<file path="src/rtl/reg_file_param.sv">
// reg_file_param: DEPTH x DATA_W register file with one write port, two
// registered read ports, write-to-read bypass and a sequenced bulk clear.
// Optional build macro ZERO_REG_EN: entry 0 hard-wired to zero.
module reg_file_param #(
  parameter int unsigned DATA_W = 9,
  parameter int unsigned ADDR_W = 2,
  parameter int unsigned DEPTH  = 4
) (
  input  logic              clk,
  input  logic              rst,
  input  logic              clr_req,
  output logic              clr_busy,
  input  logic              wr_en,
  input  logic [ADDR_W-1:0] wr_addr,
  input  logic [DATA_W-1:0] wr_data,
  input  logic              rd0_en,
  input  logic [ADDR_W-1:0] rd0_addr,
  output logic [DATA_W-1:0] rd0_data,
  output logic              rd0_valid,
  input  logic              rd1_en,
  input  logic [ADDR_W-1:0] rd1_addr,
  output logic [DATA_W-1:0] rd1_data,
  output logic              rd1_valid
);

  localparam logic [ADDR_W-1:0] LAST_IDX = ADDR_W'(DEPTH - 1);
  localparam logic [ADDR_W:0]   DEPTH_EXT = (ADDR_W + 1)'(DEPTH);
`ifdef ZERO_REG_EN
  localparam bit ZERO_REG = 1'b1;
`else
  localparam bit ZERO_REG = 1'b0;
`endif

  typedef enum logic [0:0] {
    IDLE  = 1'b0,
    CLEAR = 1'b1
  } state_t;

  state_t            state;
  state_t            state_next;
  logic [ADDR_W-1:0] cnt;
  logic [ADDR_W-1:0] cnt_next;

  logic [DATA_W-1:0] mem [DEPTH];

  logic              wr_ok_c;
  logic              byp0_c;
  logic              byp1_c;
  logic [DATA_W-1:0] rd0_mem_c;
  logic [DATA_W-1:0] rd1_mem_c;

  // Clear-engine state and counter registers.
  always_ff @(posedge clk or posedge rst) begin
    if (rst) begin
      state    <= IDLE;
      cnt      <= '0;
      clr_busy <= 1'b0;
    end else begin
      state    <= state_next;
      cnt      <= cnt_next;
      clr_busy <= (state_next == CLEAR);
    end
  end

  // Clear-engine next state: walk cnt over every entry once, ignore clr_req while busy.
  always_comb begin
    state_next = state;
    cnt_next   = cnt;
    case (state)
      IDLE: begin
        if (clr_req) begin
          state_next = CLEAR;
          cnt_next   = '0;
        end
      end
      CLEAR: begin
        if (cnt == LAST_IDX) begin
          state_next = IDLE;
          cnt_next   = '0;
        end else begin
          cnt_next = cnt + ADDR_W'(1);
        end
      end
      default: begin
        state_next = IDLE;
        cnt_next   = '0;
      end
    endcase
  end

  // Write acceptance and per-port bypass detection.
  always_comb begin
    wr_ok_c = wr_en && !clr_busy && ({1'b0, wr_addr} < DEPTH_EXT);
    if (ZERO_REG && (wr_addr == '0)) begin
      wr_ok_c = 1'b0;
    end
    byp0_c = wr_ok_c && (rd0_addr == wr_addr);
    byp1_c = wr_ok_c && (rd1_addr == wr_addr);
  end

  // Array lookup for both read ports; unmapped addresses yield zero.
  always_comb begin
    rd0_mem_c = '0;
    rd1_mem_c = '0;
    for (int i = 0; i < int'(DEPTH); i++) begin
      if (rd0_addr == ADDR_W'(i)) begin
        rd0_mem_c = mem[i];
      end
      if (rd1_addr == ADDR_W'(i)) begin
        rd1_mem_c = mem[i];
      end
    end
  end

  // Storage array: clear engine owns the entry at cnt, otherwise accepted writes land.
  always_ff @(posedge clk or posedge rst) begin
    if (rst) begin
      for (int i = 0; i < int'(DEPTH); i++) begin
        mem[i] <= '0;
      end
    end else begin
      for (int i = 0; i < int'(DEPTH); i++) begin
        if (ZERO_REG && (i == 0)) begin
          mem[i] <= '0;
        end else if ((state == CLEAR) && (cnt == ADDR_W'(i))) begin
          mem[i] <= '0;
        end else if (wr_ok_c && (wr_addr == ADDR_W'(i))) begin
          mem[i] <= wr_data;
        end
      end
    end
  end

  // Registered read port 0: load on enable (bypass first), hold otherwise.
  always_ff @(posedge clk or posedge rst) begin
    if (rst) begin
      rd0_data  <= '0;
      rd0_valid <= 1'b0;
    end else begin
      rd0_valid <= rd0_en;
      if (rd0_en) begin
        rd0_data <= byp0_c ? wr_data : rd0_mem_c;
      end
    end
  end

  // Registered read port 1: load on enable (bypass first), hold otherwise.
  always_ff @(posedge clk or posedge rst) begin
    if (rst) begin
      rd1_data  <= '0;
      rd1_valid <= 1'b0;
    end else begin
      rd1_valid <= rd1_en;
      if (rd1_en) begin
        rd1_data <= byp1_c ? wr_data : rd1_mem_c;
      end
    end
  end

endmodule

</file>
<file path="config.mk">
export PLATFORM = sky130hd
export DESIGN_NAME = reg_file_param
export DESIGN_NICKNAME = d
export VERILOG_FILES = /design/src/rtl/reg_file_param.sv
export SDC_FILE = /design/constraint.sdc
export NUM_CORES = 1
export LEC_CHECK = 0
export CORE_ASPECT_RATIO = 1.5
export CORE_MARGIN = 2
export CORE_UTILIZATION = 55
export CTS_CLUSTER_DIAMETER = 120
export CTS_CLUSTER_SIZE = 10
export DETAILED_ROUTE_END_ITERATION = 8
export PLACE_DENSITY = 0.8
export REMOVE_ABC_BUFFERS = 1
export SLEW_MARGIN = 20
export SYNTH_ARGS = -nofsm -noshare
export SYNTH_HDL_FRONTEND = slang
export SYNTH_SLANG_ARGS = --single-unit
</file>
<file path="constraint.sdc">
create_clock -name clk -period 2.79 [get_ports clk]
set_input_delay 0.558 -clock clk [delete_from_list [all_inputs] [get_ports clk]]
set_output_delay 0.558 -clock clk [all_outputs]
set_load 0.005 [all_outputs]
</file>
==> results of run 1 <==
-- worst max-delay path by stage --
| stage | from | end | slack, ns | cells past startpoint |
|---|---|---|---|---|
| 3_5_place_dp | wr_addr[0] | rd0_data[1]$_DFFE_PP0P_ | 0.51 | 4 |
| 5_1_grt | state$_DFF_PP0_ | clr_busy | 0.51 | 1 |
| 2_1_floorplan | state$_DFF_PP0_ | mem[10]$_DFFE_PP0P_ | 0.59 | 2 |
| 4_1_cts | state$_DFF_PP0_ | clr_busy | 0.59 | 1 |
| 6_report | state$_DFF_PP0_ | clr_busy | 0.59 | 1 |
| 3_3_place_gp | wr_addr[0] | rd0_data[2]$_DFFE_PP0P_ | 0.57 | 4 |
-- routing by layer --
layer  routed length [um]  up-vias
met4                  160        0
met5                    0        -
li1                     -     1220
met3                  322       18
met1                 2880     1317
met2                 4060      106
-- where the power goes --
part           leakage (nW)  total [mW]  internal [mW]  switching (mW)
logic                 0.723       0.911          0.458           0.454
clock network        0.0991       0.763          0.432           0.331
registers             0.772        1.31           1.11           0.208
-- layout make-up --
cell class	count	area (um2)	area share [%]
inverters	4	15.0	0.387
flip-flops and latches	59	1480	38.1
clock inverters	5	52.6	1.36
well taps	72	90.1	2.32
repair buffers	54	508	13.1
multi-input cells	226	1590	41.1
clock buffers	11	141	3.65
-- sequential cells by signal (all words and copies together), names as in the netlist --
signal,count
rd1_data,9
rd0_valid,1
mem,36
state,1
cnt,2
rd1_valid,1
rd0_data,9
-- per-stage QoR --
stage	utilization, %	hold WS, ns	setup slack (ns)	area, um2	instances
global route	67.5	0.558	0.506	3870	431
finish	67.5	0.534	0.593	3870	431
CTS	67.5	0.535	0.588	3870	431
detailed placement	64.1	0.526	0.510	3680	415
global placement	64.1	0.516	0.568	3680	415
floorplan	-	0.501	0.589	3080	289
-- cells in the mapped netlist --
master    count
a22o_1        1
a31oi_1      18
and4b_1       1
and4bb_2      1
buf_1         2
buf_2         8
buf_4         1
buf_6         6
clkbuf_1      2
clkbuf_2      3
dfrtp_1      59
ha_1          4
inv_1         4
mux2i_1       1
mux4_1        6
mux4_2       12
nand2_1      77
nand2b_1      1
nand4_1      18
nor2_1       20
nor2b_1       1
nor4b_4       1
nor4bb_1      1
o21ai_0      29
o21ai_1       7
o31ai_1      19
xnor2_1       1
xnor2_2       3
xor2_1        2
xor2_2        2
-- kinds of logic (layout without fill, tap and decap cells) --
kind of cell	Yosys count	after routing	synth area share [%]
xor gates and xnor gates	8	8	3.34
buffers and inverters	26	74	4.97
adders and majority gates	4	4	1.55
DFF	59	59	45.8
AOI/OAI and AO/OA	74	74	13.8
muxes	19	19	13.6
and+or+nand+nor	121	121	16.9
==> flow_metrics.env, run 1 <==
export IMPL_core_um2=5740
export IMPL_vias_per_cell=6.17
export IMPL_skew_ns=0.00529
export IMPL_fillCellCount=421
export IMPL_synth_seq_cells=59
export IMPL_critPathSlowestCell="dfrtp_1"
export IMPL_diodes=0
export IMPL_vias=2661
export IMPL_use_met2_pct=42.3
export IMPL_drive_gt1_share_pct=13.6
export IMPL_synth_avg_cell_area_um2=10.4
export IMPL_power_mw=2.99
export IMPL_synthesis_area_um2=3220
export IMPL_ctsHtreeMaxLevel=3
export IMPL_wire_per_inst_um=17.2
export IMPL_p_per_area_nw_per_um2=771
export IMPL_fp_dieH_um=97.7
export IMPL_post_route_min_period_ns=2.20
export IMPL_status="complete, no violations"
export IMPL_fmax_ghz=0.455
export IMPL_yosys_top_cells_area="dfrtp_1 46%, nand2_1 9.0%, mux4_2 8.4%"
export IMPL_cp_required_ns=2.23
export IMPL_drv_slew=0
export IMPL_ant_nets=0
export IMPL_hold_path_class="reg -> reg"
export IMPL_clockBufferDepth=2
export IMPL_gp_congestion=0.867
export IMPL_grt_max_degree=38
export IMPL_antenna_found_initial=0
export IMPL_grt_use_met1_pct=29.2
export IMPL_finalHoldViolCount=0
export IMPL_grt_pass1_wl_mm=12.2
export IMPL_vdd_drop_max_mv=0.559
export IMPL_yosysWarnings=0
export IMPL_hold_depth=2
export IMPL_p_leak_nw=1.59
export IMPL_ys_seq_area_share_pct=45.8
export IMPL_cts_sinks=59
export IMPL_drt_iter0_markers=188
export IMPL_port_buffers=41
export IMPL_use_met3_pct=4.84
export IMPL_r2r_end="rd0_data[1]$_DFFE_PP0P_"
export IMPL_critPathMaxStageDelay_ns=0.69
export IMPL_timing_slew_headroom_pct=49.4
export IMPL_cts_setup_buffers=0
export IMPL_critPathKind="reg -> out"
export IMPL_mostFrequentLayoutCells="77 x nand2_1, 59 x dfrtp_1, 41 x clkdlybuf4s50_1"
export IMPL_whs_endpoint="mem[8]$_DFFE_PP0P_"
export IMPL_clk_latency_ns=0.34
export IMPL_rsz0062_at_grt="false"
export IMPL_crit_arrival_ns=1.64
export IMPL_cp_top_family="flip-flops"
export IMPL_r2r_start="state$_DFF_PP0_"
export IMPL_crit_chain="clkdlybuf4s50_1"
export IMPL_critPathMaxFanout=16
export IMPL_top_usage_layer="met2"
export IMPL_synth_distinct_cells=30
export IMPL_yosys_area_top_type="dfrtp_1"
export IMPL_fin_nets=379
export IMPL_fin_tns_setup_ns=0
export IMPL_die_area_um2=6500
export IMPL_io_pins=42
export IMPL_root_buffer="clkbuf_8"
export IMPL_cts_repair_resized=0
export IMPL_numCtsBuffers=9
export IMPL_max_cap_violations=0
export IMPL_cp_end_kind="primary output"
export IMPL_syn_to_final_growth_pct=20.3
export IMPL_final_common_cell="nand2_1"
export IMPL_synthCells=311
export IMPL_period_share_pct=78.8
export IMPL_grt_pass1_vias=2589
export IMPL_initial_core_util_pct=56.1
export IMPL_grt_usage_pct=24.8
export IMPL_first_pass_iters=5
export IMPL_critPathLaunchType="register"
export IMPL_worstHoldStart="mem[8]$_DFFE_PP0P_"
export IMPL_r2r_slack_ns=0.95
export IMPL_setup_viol=0
export IMPL_drcViolationCount=0
export IMPL_ctsHoldBuffers=0
export IMPL_die_width_um=66.5
export IMPL_r2r_cells=3
export IMPL_dp_hpwl_mm=5.38
export IMPL_cts_tree="done"
export IMPL_clkTransAtPathRegs_ns=0.07
export IMPL_yosysTopAreaCellShare_pct=45.8
export IMPL_drt_total_wl_mm=7.43
export IMPL_worstMarginPinSlew_ns=0.757
export IMPL_row_count=34
export IMPL_grt_ovfl_total=0
export IMPL_critPathBufInv=1
(Power assumes the default switching activity.)
==> inputs of run 2 (changes only) <==
==> constraint.sdc (replaced) <==
create_clock -name clk -period 2.24 [get_ports clk]
set_input_delay 0.448 -clock clk [delete_from_list [all_inputs] [get_ports clk]]
set_output_delay 0.448 -clock clk [all_outputs]
set_load 0.005 [all_outputs]
==> flow_metrics.env, run 2 (same netlist as run 1, synthesis figures left out) <==
export IMPL_status="complete, no violations"
export IMPL_finalHoldViolCount=0
export IMPL_antenna_found_initial=0
export IMPL_cts_tree="done"
export IMPL_fin_ws_ns=0.357
export IMPL_clk_latency_ns=0.34
export IMPL_vias_per_cell=5.97
export IMPL_finish_instance_area_um2=3930
export IMPL_drcViolationCount=0
export IMPL_drive_gt1_share_pct=13.9
export IMPL_drv_slew=0
export IMPL_mostFrequentLayoutCells="77 x nand2_1, 59 x dfrtp_1, 41 x clkdlybuf4s50_1"
export IMPL_ant_nets=0
export IMPL_worstMarginPinSlew_ns=0.752
export IMPL_io_pins=42
export IMPL_critPathLaunchType="input port"
export IMPL_crit_arrival_ns=2.14
export IMPL_initial_core_util_pct=56.1
export IMPL_core_um2=5740
export IMPL_final_cells=431
export IMPL_wire_per_inst_um=16.7
export IMPL_ctsHtreeMaxLevel=3
export IMPL_max_cap_violations=0
export IMPL_fp_dieH_um=97.7
export IMPL_gp_congestion=0.910
export IMPL_critPathKind="in -> reg"
export IMPL_place_ws_ns=0.0362
export IMPL_vias=2575
export IMPL_largest_reg_flops=36
export IMPL_grt_pass1_vias=2565
export IMPL_cp_required_ns=2.50
export IMPL_die_area_um2=6500
export IMPL_first_pass_iters=4
export IMPL_grt_ovfl_total=0
export IMPL_vdd_drop_max_mv=0.564
export IMPL_fin_nets=380
export IMPL_drt_iter0_markers=219
export IMPL_period_share_pct=84.1
export IMPL_root_buffer="clkbuf_8"
export IMPL_skew_ns=0.00420
export IMPL_fin_tns_setup_ns=0
export IMPL_p_leak_nw=1.61
export IMPL_timing_slew_headroom_pct=49.5
export IMPL_hold_path_class="in -> async"
export IMPL_p_per_area_nw_per_um2=959
export IMPL_drt_total_wl_mm=7.22
export IMPL_row_count=34
export IMPL_critPathSlowestCell="xnor2_1"
export IMPL_dp_hpwl_mm=5.38
export IMPL_largest_register="mem"
export IMPL_numCtsBuffers=9
export IMPL_die_width_um=66.5
export IMPL_setup_viol=0
export IMPL_critPathMaxStageDelay_ns=0.71
export IMPL_crit_chain="clkdlybuf4s50_1, xnor2_1, nand4_1, a31oi_1"
export IMPL_port_buffers=41
export IMPL_rsz0062_at_grt="false"
export IMPL_cts_repair_resized=0
export IMPL_post_dp_cell_area_um2=3730
export IMPL_final_common_cell="nand2_1"
export IMPL_cts_setup_buffers=0
export IMPL_grt_usage_pct=25.2
export IMPL_dp_cells=416
export IMPL_critPathMaxFanout=9
export IMPL_post_route_min_period_ns=1.88
export IMPL_ctsHoldBuffers=0
export IMPL_cts_sinks=59
export IMPL_reg_top3="mem x36, rd0_data x9, rd1_data x9"
export IMPL_grt_pass1_wl_mm=12.4
export IMPL_grt_max_degree=60
export IMPL_power_mw=3.77
export IMPL_clkTransAtPathRegs_ns=0.07
export IMPL_fmax_ghz=0.531
export IMPL_clockBufferDepth=2
export IMPL_syn_to_final_growth_pct=21.9
export IMPL_diodes=0
export IMPL_cp_end_kind="register"
==> run 2: routing by layer <==
metal,wire length [um],track usage (%),vias up
met5,0,0,-
met4,185,13.2,0
met3,352,5.18,16
met2,3830,41.3,85
met1,2850,30.9,1251
li1,-,-,1223
==> run 2: metrics by stage <==
stage / utilization, % / hold WS, ns
floorplan: - / 0.479
global route: 68.4 / 0.533
finish: 68.4 / 0.476
detailed placement: 64.9 / 0.529
global placement: 64.9 / 0.517
CTS: 68.4 / 0.476
==> run 2: worst max-delay path, delay by kind of cell <==
kind,cells,cell delay [ns]
AND/OR/NAND/NOR,1,0.19
XOR/XNOR,1,0.71
buffers and inverters,1,0.59
AO/OA/AOI/OAI,1,0.20
==> run 2: area by class of cell <==
cell class                 count  area [um2]
clock buffer                  11         151
clock inverter                 4        50.0
fill                         424        1820
inverter                       4        15.0
multi-input combinational    226        1590
sequential                    59        1480
tap                           72        90.1
timing repair buffer          55         553
==> run 2: path summary, 6_finish.rpt <==
path                                          start  slack [ns]  cells after the start                       to
worst max-delay path                     wr_addr[0]        0.36                      4  rd0_data[4]$_DFFE_PP0P_
worst min-delay path                            rst        0.48                      3      mem[25]$_DFFE_PP0P_
worst max register to register      state$_DFF_PP0_        0.72                      3      mem[18]$_DFFE_PP0P_
worst min register to register  mem[28]$_DFFE_PP0P_        0.54                      2      mem[28]$_DFFE_PP0P_
max in group asynchronous                       rst        1.51                      3      mem[31]$_DFFE_PP0P_
min in group clk                mem[28]$_DFFE_PP0P_        0.54                      2      mem[28]$_DFFE_PP0P_
==> run 2: power breakdown <==
group	internal [mW]	switching, mW
sequential	1.38	0.250
combinational	0.587	0.578
clock	0.565	0.410
